`config.mk`:
```
export PLATFORM = sky130hd
export DESIGN_NAME = s_axis_kernel_remapper
export DESIGN_NICKNAME = d
export VERILOG_FILES = /design/src/rtl/s_axis_kernel_remapper.sv
export SDC_FILE = /design/constraint.sdc
export NUM_CORES = 1
export LEC_CHECK = 0
export ABC_CLOCK_PERIOD_IN_PS = 7620
export BUFFER_PORTS_ARGS = -buffer_cell sky130_fd_sc_hd__buf_2
export CELL_PAD_IN_SITES_DETAIL_PLACEMENT = 0
export CELL_PAD_IN_SITES_GLOBAL_PLACEMENT = 1
export CORE_ASPECT_RATIO = 1.5
export CORE_MARGIN = 2
export CORE_UTILIZATION = 53
export DETAILED_ROUTE_END_ITERATION = 6
export PLACE_DENSITY_LB_ADDON = 0.1
export SYNTH_ARGS = -nofsm -noshare
export SYNTH_HDL_FRONTEND = slang
export SYNTH_SLANG_ARGS = --single-unit
```
`constraint.sdc`:
```
create_clock -name i_clk -period 7.62 [get_ports i_clk]
set_clock_uncertainty 0.2 [all_clocks]
set_input_delay 0 -clock i_clk [delete_from_list [all_inputs] [get_ports i_clk]]
set_output_delay 0 -clock i_clk [all_outputs]
set_load 0.02 [all_outputs]
```
`src/rtl/s_axis_kernel_remapper.sv`:
```
// ============================================================================
// Module   : s_axis_kernel_remapper
// Function : Collects a tap-interleaved AXI4-Stream into ping-pong kernels and
//            presents each one transposed into linear pixel order.
// Option   : KERNEL_SOF_RESYNC_EN - tuser restarts a partially filled kernel.
// Revision : 1.0 - initial release
// ============================================================================
`default_nettype none

module s_axis_kernel_remapper #(
  parameter int DATA_WIDTH       = 8,
  parameter int IMAGE_KERNEL_12K = 64,
  parameter int NUM_TAPS         = 8
) (
  input  logic                                         i_clk,
  input  logic                                         i_aresetn,
  input  logic [DATA_WIDTH-1:0]                        s_axis_tdata,
  input  logic                                         s_axis_tvalid,
  output logic                                         s_axis_tready,
  input  logic                                         s_axis_tuser,
  input  logic                                         s_axis_tlast,
  output logic [0:IMAGE_KERNEL_12K-1][DATA_WIDTH-1:0]  o_image_kernel_remapped,
  output logic                                         o_kernel_is_remapped,
  output logic                                         o_line_err
);

  localparam int             c_AW   = $clog2(IMAGE_KERNEL_12K);
  localparam int             c_ROWS = IMAGE_KERNEL_12K / NUM_TAPS;
  localparam logic [c_AW-1:0] c_LAST = c_AW'(IMAGE_KERNEL_12K - 1);

  typedef enum logic [0:0] {ST_IDLE = 1'b0, ST_PRESENT = 1'b1} state_t;

  state_t                                        r_state, w_state_nxt;
  logic [c_AW-1:0]                               r_fill_idx;
  logic                                          r_fill_bank;
  logic [1:0]                                    r_full;
  logic                                          r_pres_bank, w_pres_bank_nxt;
  logic [c_AW-1:0]                               r_pres_cnt, w_pres_cnt_nxt;
  logic                                          r_line_err;
  logic [0:IMAGE_KERNEL_12K-1][DATA_WIDTH-1:0]   r_bank [2];

  logic            w_accept;
  logic            w_resync;
  logic [c_AW-1:0] w_idx;
  logic [c_AW-1:0] w_addr;
  logic            w_wrap;
  logic            w_win_end;
  logic [1:0]      w_full_nxt;

  assign w_accept = s_axis_tvalid && s_axis_tready;

`ifdef KERNEL_SOF_RESYNC_EN
  assign w_resync = w_accept && s_axis_tuser && (r_fill_idx != '0);
`else
  logic w_tuser_unused;
  assign w_tuser_unused = s_axis_tuser;
  assign w_resync       = 1'b0;
`endif

  // Transposed write address: tap-major in the stream, pixel-major in the bank.
  assign w_idx     = w_resync ? '0 : r_fill_idx;
  assign w_addr    = c_AW'((int'(w_idx) % NUM_TAPS) * c_ROWS + int'(w_idx) / NUM_TAPS);
  assign w_wrap    = w_accept && (w_idx == c_LAST);
  assign w_win_end = (r_state == ST_PRESENT) && (r_pres_cnt == c_LAST);

  // A bank freed at window end is fillable on the very next cycle.
  always_comb begin
    w_full_nxt = r_full;
    if (w_win_end) w_full_nxt[r_pres_bank] = 1'b0;
    if (w_wrap)    w_full_nxt[r_fill_bank] = 1'b1;
  end

  always_comb begin
    w_state_nxt     = r_state;
    w_pres_bank_nxt = r_pres_bank;
    w_pres_cnt_nxt  = r_pres_cnt + c_AW'(1);
    case (r_state)
      ST_IDLE: begin
        w_pres_cnt_nxt = '0;
        if (w_wrap) begin
          w_state_nxt     = ST_PRESENT;
          w_pres_bank_nxt = r_fill_bank;
        end
      end
      ST_PRESENT: begin
        if (w_win_end) begin
          w_pres_cnt_nxt = '0;
          if (w_full_nxt[~r_pres_bank]) w_pres_bank_nxt = ~r_pres_bank;
          else                          w_state_nxt     = ST_IDLE;
        end
      end
      default: w_state_nxt = ST_IDLE;
    endcase
  end

  always_ff @(posedge i_clk or negedge i_aresetn) begin
    if (!i_aresetn) begin
      r_state     <= ST_IDLE;
      r_pres_bank <= 1'b0;
      r_pres_cnt  <= '0;
      r_fill_idx  <= '0;
      r_fill_bank <= 1'b0;
      r_full      <= 2'b00;
      r_line_err  <= 1'b0;
    end else begin
      r_state     <= w_state_nxt;
      r_pres_bank <= w_pres_bank_nxt;
      r_pres_cnt  <= w_pres_cnt_nxt;
      r_full      <= w_full_nxt;
      if (w_accept) begin
        r_fill_idx <= w_idx + c_AW'(1);
        if (w_wrap) r_fill_bank <= ~r_fill_bank;
        if (s_axis_tlast && (w_idx != c_LAST)) r_line_err <= 1'b1;
      end
    end
  end

  // Pixel storage carries no reset; validity lives in r_full and r_state.
  always_ff @(posedge i_clk) begin
    if (w_accept) r_bank[r_fill_bank][w_addr] <= s_axis_tdata;
  end

  assign s_axis_tready           = !r_full[r_fill_bank];
  assign o_kernel_is_remapped    = (r_state == ST_PRESENT);
  assign o_image_kernel_remapped = (r_state == ST_PRESENT) ? r_bank[r_pres_bank] : '0;
  assign o_line_err              = r_line_err;

endmodule

`default_nettype wire

```
# Word level (Yosys, flattened, before mapping)
# Memory sizes are Yosys's and may differ from the RTL's.
# Cells that the tools add are included.
# W data, S select, Z words.
dict set report op_classes {
  addsub 3
  order_cmp 7
  n_eq_ne 6
  n_mux 25
  bitwise 7
  n_reduce_logical 11
}
# cell n
set op_table {}
lappend op_table {{$mux W512} 2}
lappend op_table {{$demux W8 S6} 1}
lappend op_table {{$mux W1} 13}
lappend op_table {{$add A6 B1 Y6 const B} 2}
lappend op_table {{$eq A6 B6 Y1 const B} 2}
lappend op_table {{$pmux W6 S2} 1}
lappend op_table {{$mux W8} 1}
lappend op_table {{$ge A7 B7 Y1 const B} 1}
lappend op_table {{$logic_and A1 B1 Y1} 7}
lappend op_table {{$lt A7 B1 Y1 const B} 1}
lappend op_table {{$not A6 Y7} 1}
lappend op_table {{$add A6 B3 Y6} 1}
lappend op_table {{$lt A1 B2 Y1 const B} 3}
lappend op_table {{$mux W6} 1}
lappend op_table {{$ne A6 B6 Y1 const B} 1}
lappend op_table {{$mux W2} 2}
lappend op_table {{$ne A2 B1 Y1 const B} 2}
lappend op_table {{$pmux W1 S2} 2}
lappend op_table {{$reduce_and A2 Y1} 2}
lappend op_table {{$not A1 Y1} 3}
lappend op_table {{$reduce_and A3 Y1} 1}
lappend op_table {{$and A2 B2 Y2} 1}
lappend op_table {{$demux W1 S1} 2}
lappend op_table {{$ge A1 B1 Y1 const B} 2}
lappend op_table {{other kinds (4)} 4}
dict set report totals {
  register_bits 18
  ram_bits 1024
  input_bits 13
  output_inout_bits 515
  word_cells 67
  memories 1
}
# name depth word_bits read_ports rd_clocked_by_memory_dff wr line
set memory_table {}
lappend memory_table {r_bank 2 512 1 0 1 40} ;# logic [0:IMAGE_KERNEL_12K-1][DATA_WIDTH-1:0] r_bank [2];

# Longest topological paths before layout
dict set report depth {
  depth_word 14
  mapped_depth 7
  ltp_nobuf 5
}

# Worst setup path before layout
# OpenSTA, ideal clock, no wires.
dict set report synth_timing {
  path_kind {reg2reg}
  start {register r_fill_bank}
  end {memory r_bank[1][48] (netlist bit) (enable)}
  setup_time_ps 383
  t_arrival_ps 2009
  t_required_ps 7037
  setup_slack_ps 5028
  path_stages_with_launch 7
  path_buffers 1
  synth_period_minus_slack_ps 2592
  path_cell_list {dfrtp_1 > mux2_4 > inv_1 > and2_4 > buf_6 > nand4_1 > nor3_1}
}
dict set report synth_via {
  elab_chain_cells 6
}
# item line
set synth_rtl {}
lappend synth_rtl {{start, declared} 35} ;# logic r_fill_bank;
lappend synth_rtl {{start signal, assigned} 112} ;# if (w_wrap) r_fill_bank <= ~r_fill_bank;
lappend synth_rtl {{$mux W1 (not written as such) (2 in series)} 123} ;# assign s_axis_tready = !r_full[r_fill_bank];
lappend synth_rtl {{$logic_not A1 Y1} 123}
lappend synth_rtl {{via s_axis_tready} 19} ;# output logic s_axis_tready,
lappend synth_rtl {{$logic_and A1 B1 Y1} 50} ;# assign w_accept = s_axis_tvalid && s_axis_tready;
lappend synth_rtl {{$mux W1} 120} ;# if (w_accept) r_bank[r_fill_bank][w_addr] <= s_axis_tdata;
lappend synth_rtl {{$mux W512 (not written as such)} 120}
lappend synth_rtl {{end, declared} 40}
# The timed path passes the listed nets, and every way through them passes these cells. The select of a mux whose other input is x is not followed.

==> results.toml <==
[outcome]
outcome = "complete, no violations"

[placed_design]
portBuffers = 526
post-dp-hpwl_um = 62100
place_area_mm2 = 0.0447
place_congestion = 0.810

[logic_synthesis]
synth_area_per_cell_um2 = 17.0
synth_ff_type = "edfxtp_1"
synth_edf_count = 1024
syn_inst = 2427
syn_nets = 2442
ys_types = 36
syn_area_mm2 = 0.0412
synth-async-reset-ratio = 0.0173
ys_ff_latch = 1042
yosys_warnings = 0
ys_seq_area_frac = 0.757

[cts]
numCtsBuffers = 92
cts_resized = 0
clk_latency_ps = 640
clk_pin_slew_worst_paths_ps = 70
cts_htree_levels = 3
cts_root_buf = "clkbuf_16"
cts_hold_buf = 14
postCtsSetupRepairBufs = 0
cts_buffer_depth = 3
cts_tree = "yes"
clock-sinks = 1042

[cells_and_area]
layout_common_cells = "1024 x edfxtp_1, 518 x buf_2, 517 x nor2b_1"
regArea_mm2 = 0.0312
fin_util = 0.621
antenna_cells = 0
area_delta_synth_final_pct = 16.3
drive_gt1_frac = 0.228
final_cell_area_mm2 = 0.0479
multiInputGateArea_mm2 = 0.00941
mostFrequentLayoutCell = "edfxtp_1"
nFillCells = 5816
nNetsFinal = 2962

[timing]
finalSetupViolCount = 0
min_period_ps = 3720
fmax_mhz = 269
post-route-period-util = 0.488
tightest_slew_ps = 1230
hold_viol_final = 0
slew_headroom = 0.177
drv_slew = 0
fin_tns_setup_ps = 0
grt_setup_unrepaired = "false"
hold_slack_ps = 230

[routing]
drt-total-wl_um = 99200
avgRoutedWirePerCell_um = 24.6
viasPerCell = 5.37
first_pass_iters = 5
drc = 0
drtAntennaViolNets = 0
vias = 21693
drt_iter0_drc = 1388

[grt]
grt_max_degree = 247
grt_pass1_vias = 21874
antenna_found_initial = 0
grt_overflow_total = 0
grt_pass1_wl_um = 143000
grt.total_usage = 0.245

[worst_setup_path]
cp_num_buf_inv = 2
critPathLaunch = "r_pres_bank$_DFFE_PN0P_"
max_stage_delay_ps = 1100
worstSetupEndpoint = "o_image_kernel_remapped[160]"
worstReg2RegStart = "r_fill_bank$_DFFE_PN0P_"
crit_family = "buffers and inverters"
criticalPathCategory = "reg -> out"
end_kind = "output pin"
cp_slowest_cell = "dfrtp_4"
worstPathCellList = "buf_4 -> mux2i_1 -> nor2b_1 -> buf_2"
r2r_cells = 5
crit_path_max_fanout = 68
required_ps = 7420
arrival_ps = 3520
r2r_setup_slack_ps = 4010
cp.depth = 4
reg2reg_to = "r_bank[1][241]$_DFFE_PP_"
critPathLaunchType = "flop"

[pwr]
vdd_drop_max_v = 0.000240
p_per_area_mw_per_mm2 = 232
total_power_uw = 11100
p_leak_uw = 0.0153

[worst_hold_path]
hold_path_class = "in -> reg"

[floorplanning]
io_pins = 528
die_x_um = 232
fp.dieH_um = 346
core_mm2 = 0.0773
rows = 125
dieArea_mm2 = 0.0801
start_util = 0.533

[flow_run]
cap_violations = 0
-- how the worst min path moves through the flow --
stage             startpoint                             end  slack (ps)  cells past startpoint
6_report       s_axis_tvalid         r_fill_bank$_DFFE_PN0P_         230                      5
5_1_grt        s_axis_tvalid       r_fill_idx[0]$_DFFE_PN0N_         250                      4
4_1_cts        s_axis_tvalid         r_fill_bank$_DFFE_PN0P_         180                      5
3_5_place_dp       i_aresetn         r_pres_cnt[3]$_DFF_PN0_        -230                      1
3_3_place_gp       i_aresetn         r_pres_cnt[4]$_DFF_PN0_        -240                      1
2_1_floorplan      i_aresetn  o_kernel_is_remapped$_DFF_PN0_        -500                      0
-- Yosys cell counts, types with 4 or more instances --
cell type / n / area [um2]
edfxtp_1: 1024 / 30700
buf_2: 64 / 320
dfrtp_1: 18 / 450
nor2_1: 136 / 510
nand3_1: 12 / 60.1
o31ai_1: 4 / 30.0
clkbuf_1: 63 / 236
xnor2_1: 6 / 52.6
nand2_1: 20 / 75.1
nor3_1: 5 / 25.0
nor2b_1: 517 / 3230
nand4_1: 6 / 37.5
mux2i_1: 512 / 5120
inv_1: 5 / 18.8
-- layer usage --
metal | part of all wire | up-vias | GRT usage | wire, um
li1 | - | 9958 | - | -
met1 | 0.40 | 10939 | 0.311 | 39500
met2 | 0.50 | 662 | 0.414 | 49800
met3 | 0.069 | 134 | 0.0538 | 6800
met4 | 0.031 | 0 | 0.0861 | 3110
met5 | 0 | - | 0 | 0
-- tightest hold or removal path, stage by stage --
cell and delay (ps):
dlygate4sd3_1 580, buf_2 150, nand2_1 90, or2_2 150
o31ai_1 60
-- registers in the layout, indices dropped and copies added (netlist names) --
register / flops
r_full: 2
r_fill_bank: 1
r_fill_idx: 6
r_bank: 1024
o_line_err: 1
o_kernel_is_remapped: 1
r_pres_cnt: 6
r_pres_bank: 1
-- final cells by class --
class,count,area share
Tap cell,1016,0.0265
Multi-Input combinational cell,1249,0.196
Clock inverter,51,0.0124
Sequential cell,1042,0.651
Inverter,5,0.000391
Clock buffer,116,0.0516
Timing Repair Buffer,557,0.0620
-- metrics by stage --
step / setup slack (ps) / instances
finish: 3900 / 4036
global route: 3670 / 4036
CTS: 3840 / 4036
detailed placement: 3990 / 3855
global placement: 4080 / 3855
floorplan: 5030 / 2427
-- cells by family (layout without fill, tap and decap cells) --
family / count (synthesis) / count (layout) / share of synthesized area
AOI/OAI and AO/OA: 17 / 17 / 0.00270
muxes: 514 / 514 / 0.125
adders and majority gates: 2 / 2 / 0.000607
DFF: 1042 / 1042 / 0.757
xor gates and xnor gates: 9 / 9 / 0.00191
buffers and inverters: 136 / 729 / 0.0149
and+or+nand+nor: 707 / 707 / 0.0980
-- power by group --
group          leakage [uW]  internal [uW]  switching, uW  total (uW)
combinational       0.00442           10.3            106         117
clock               0.00149           2740           1980        4720
sequential          0.00942           6290              0        6290
total                0.0153           9040           2080       11100
(Power assumes the default switching activity.)
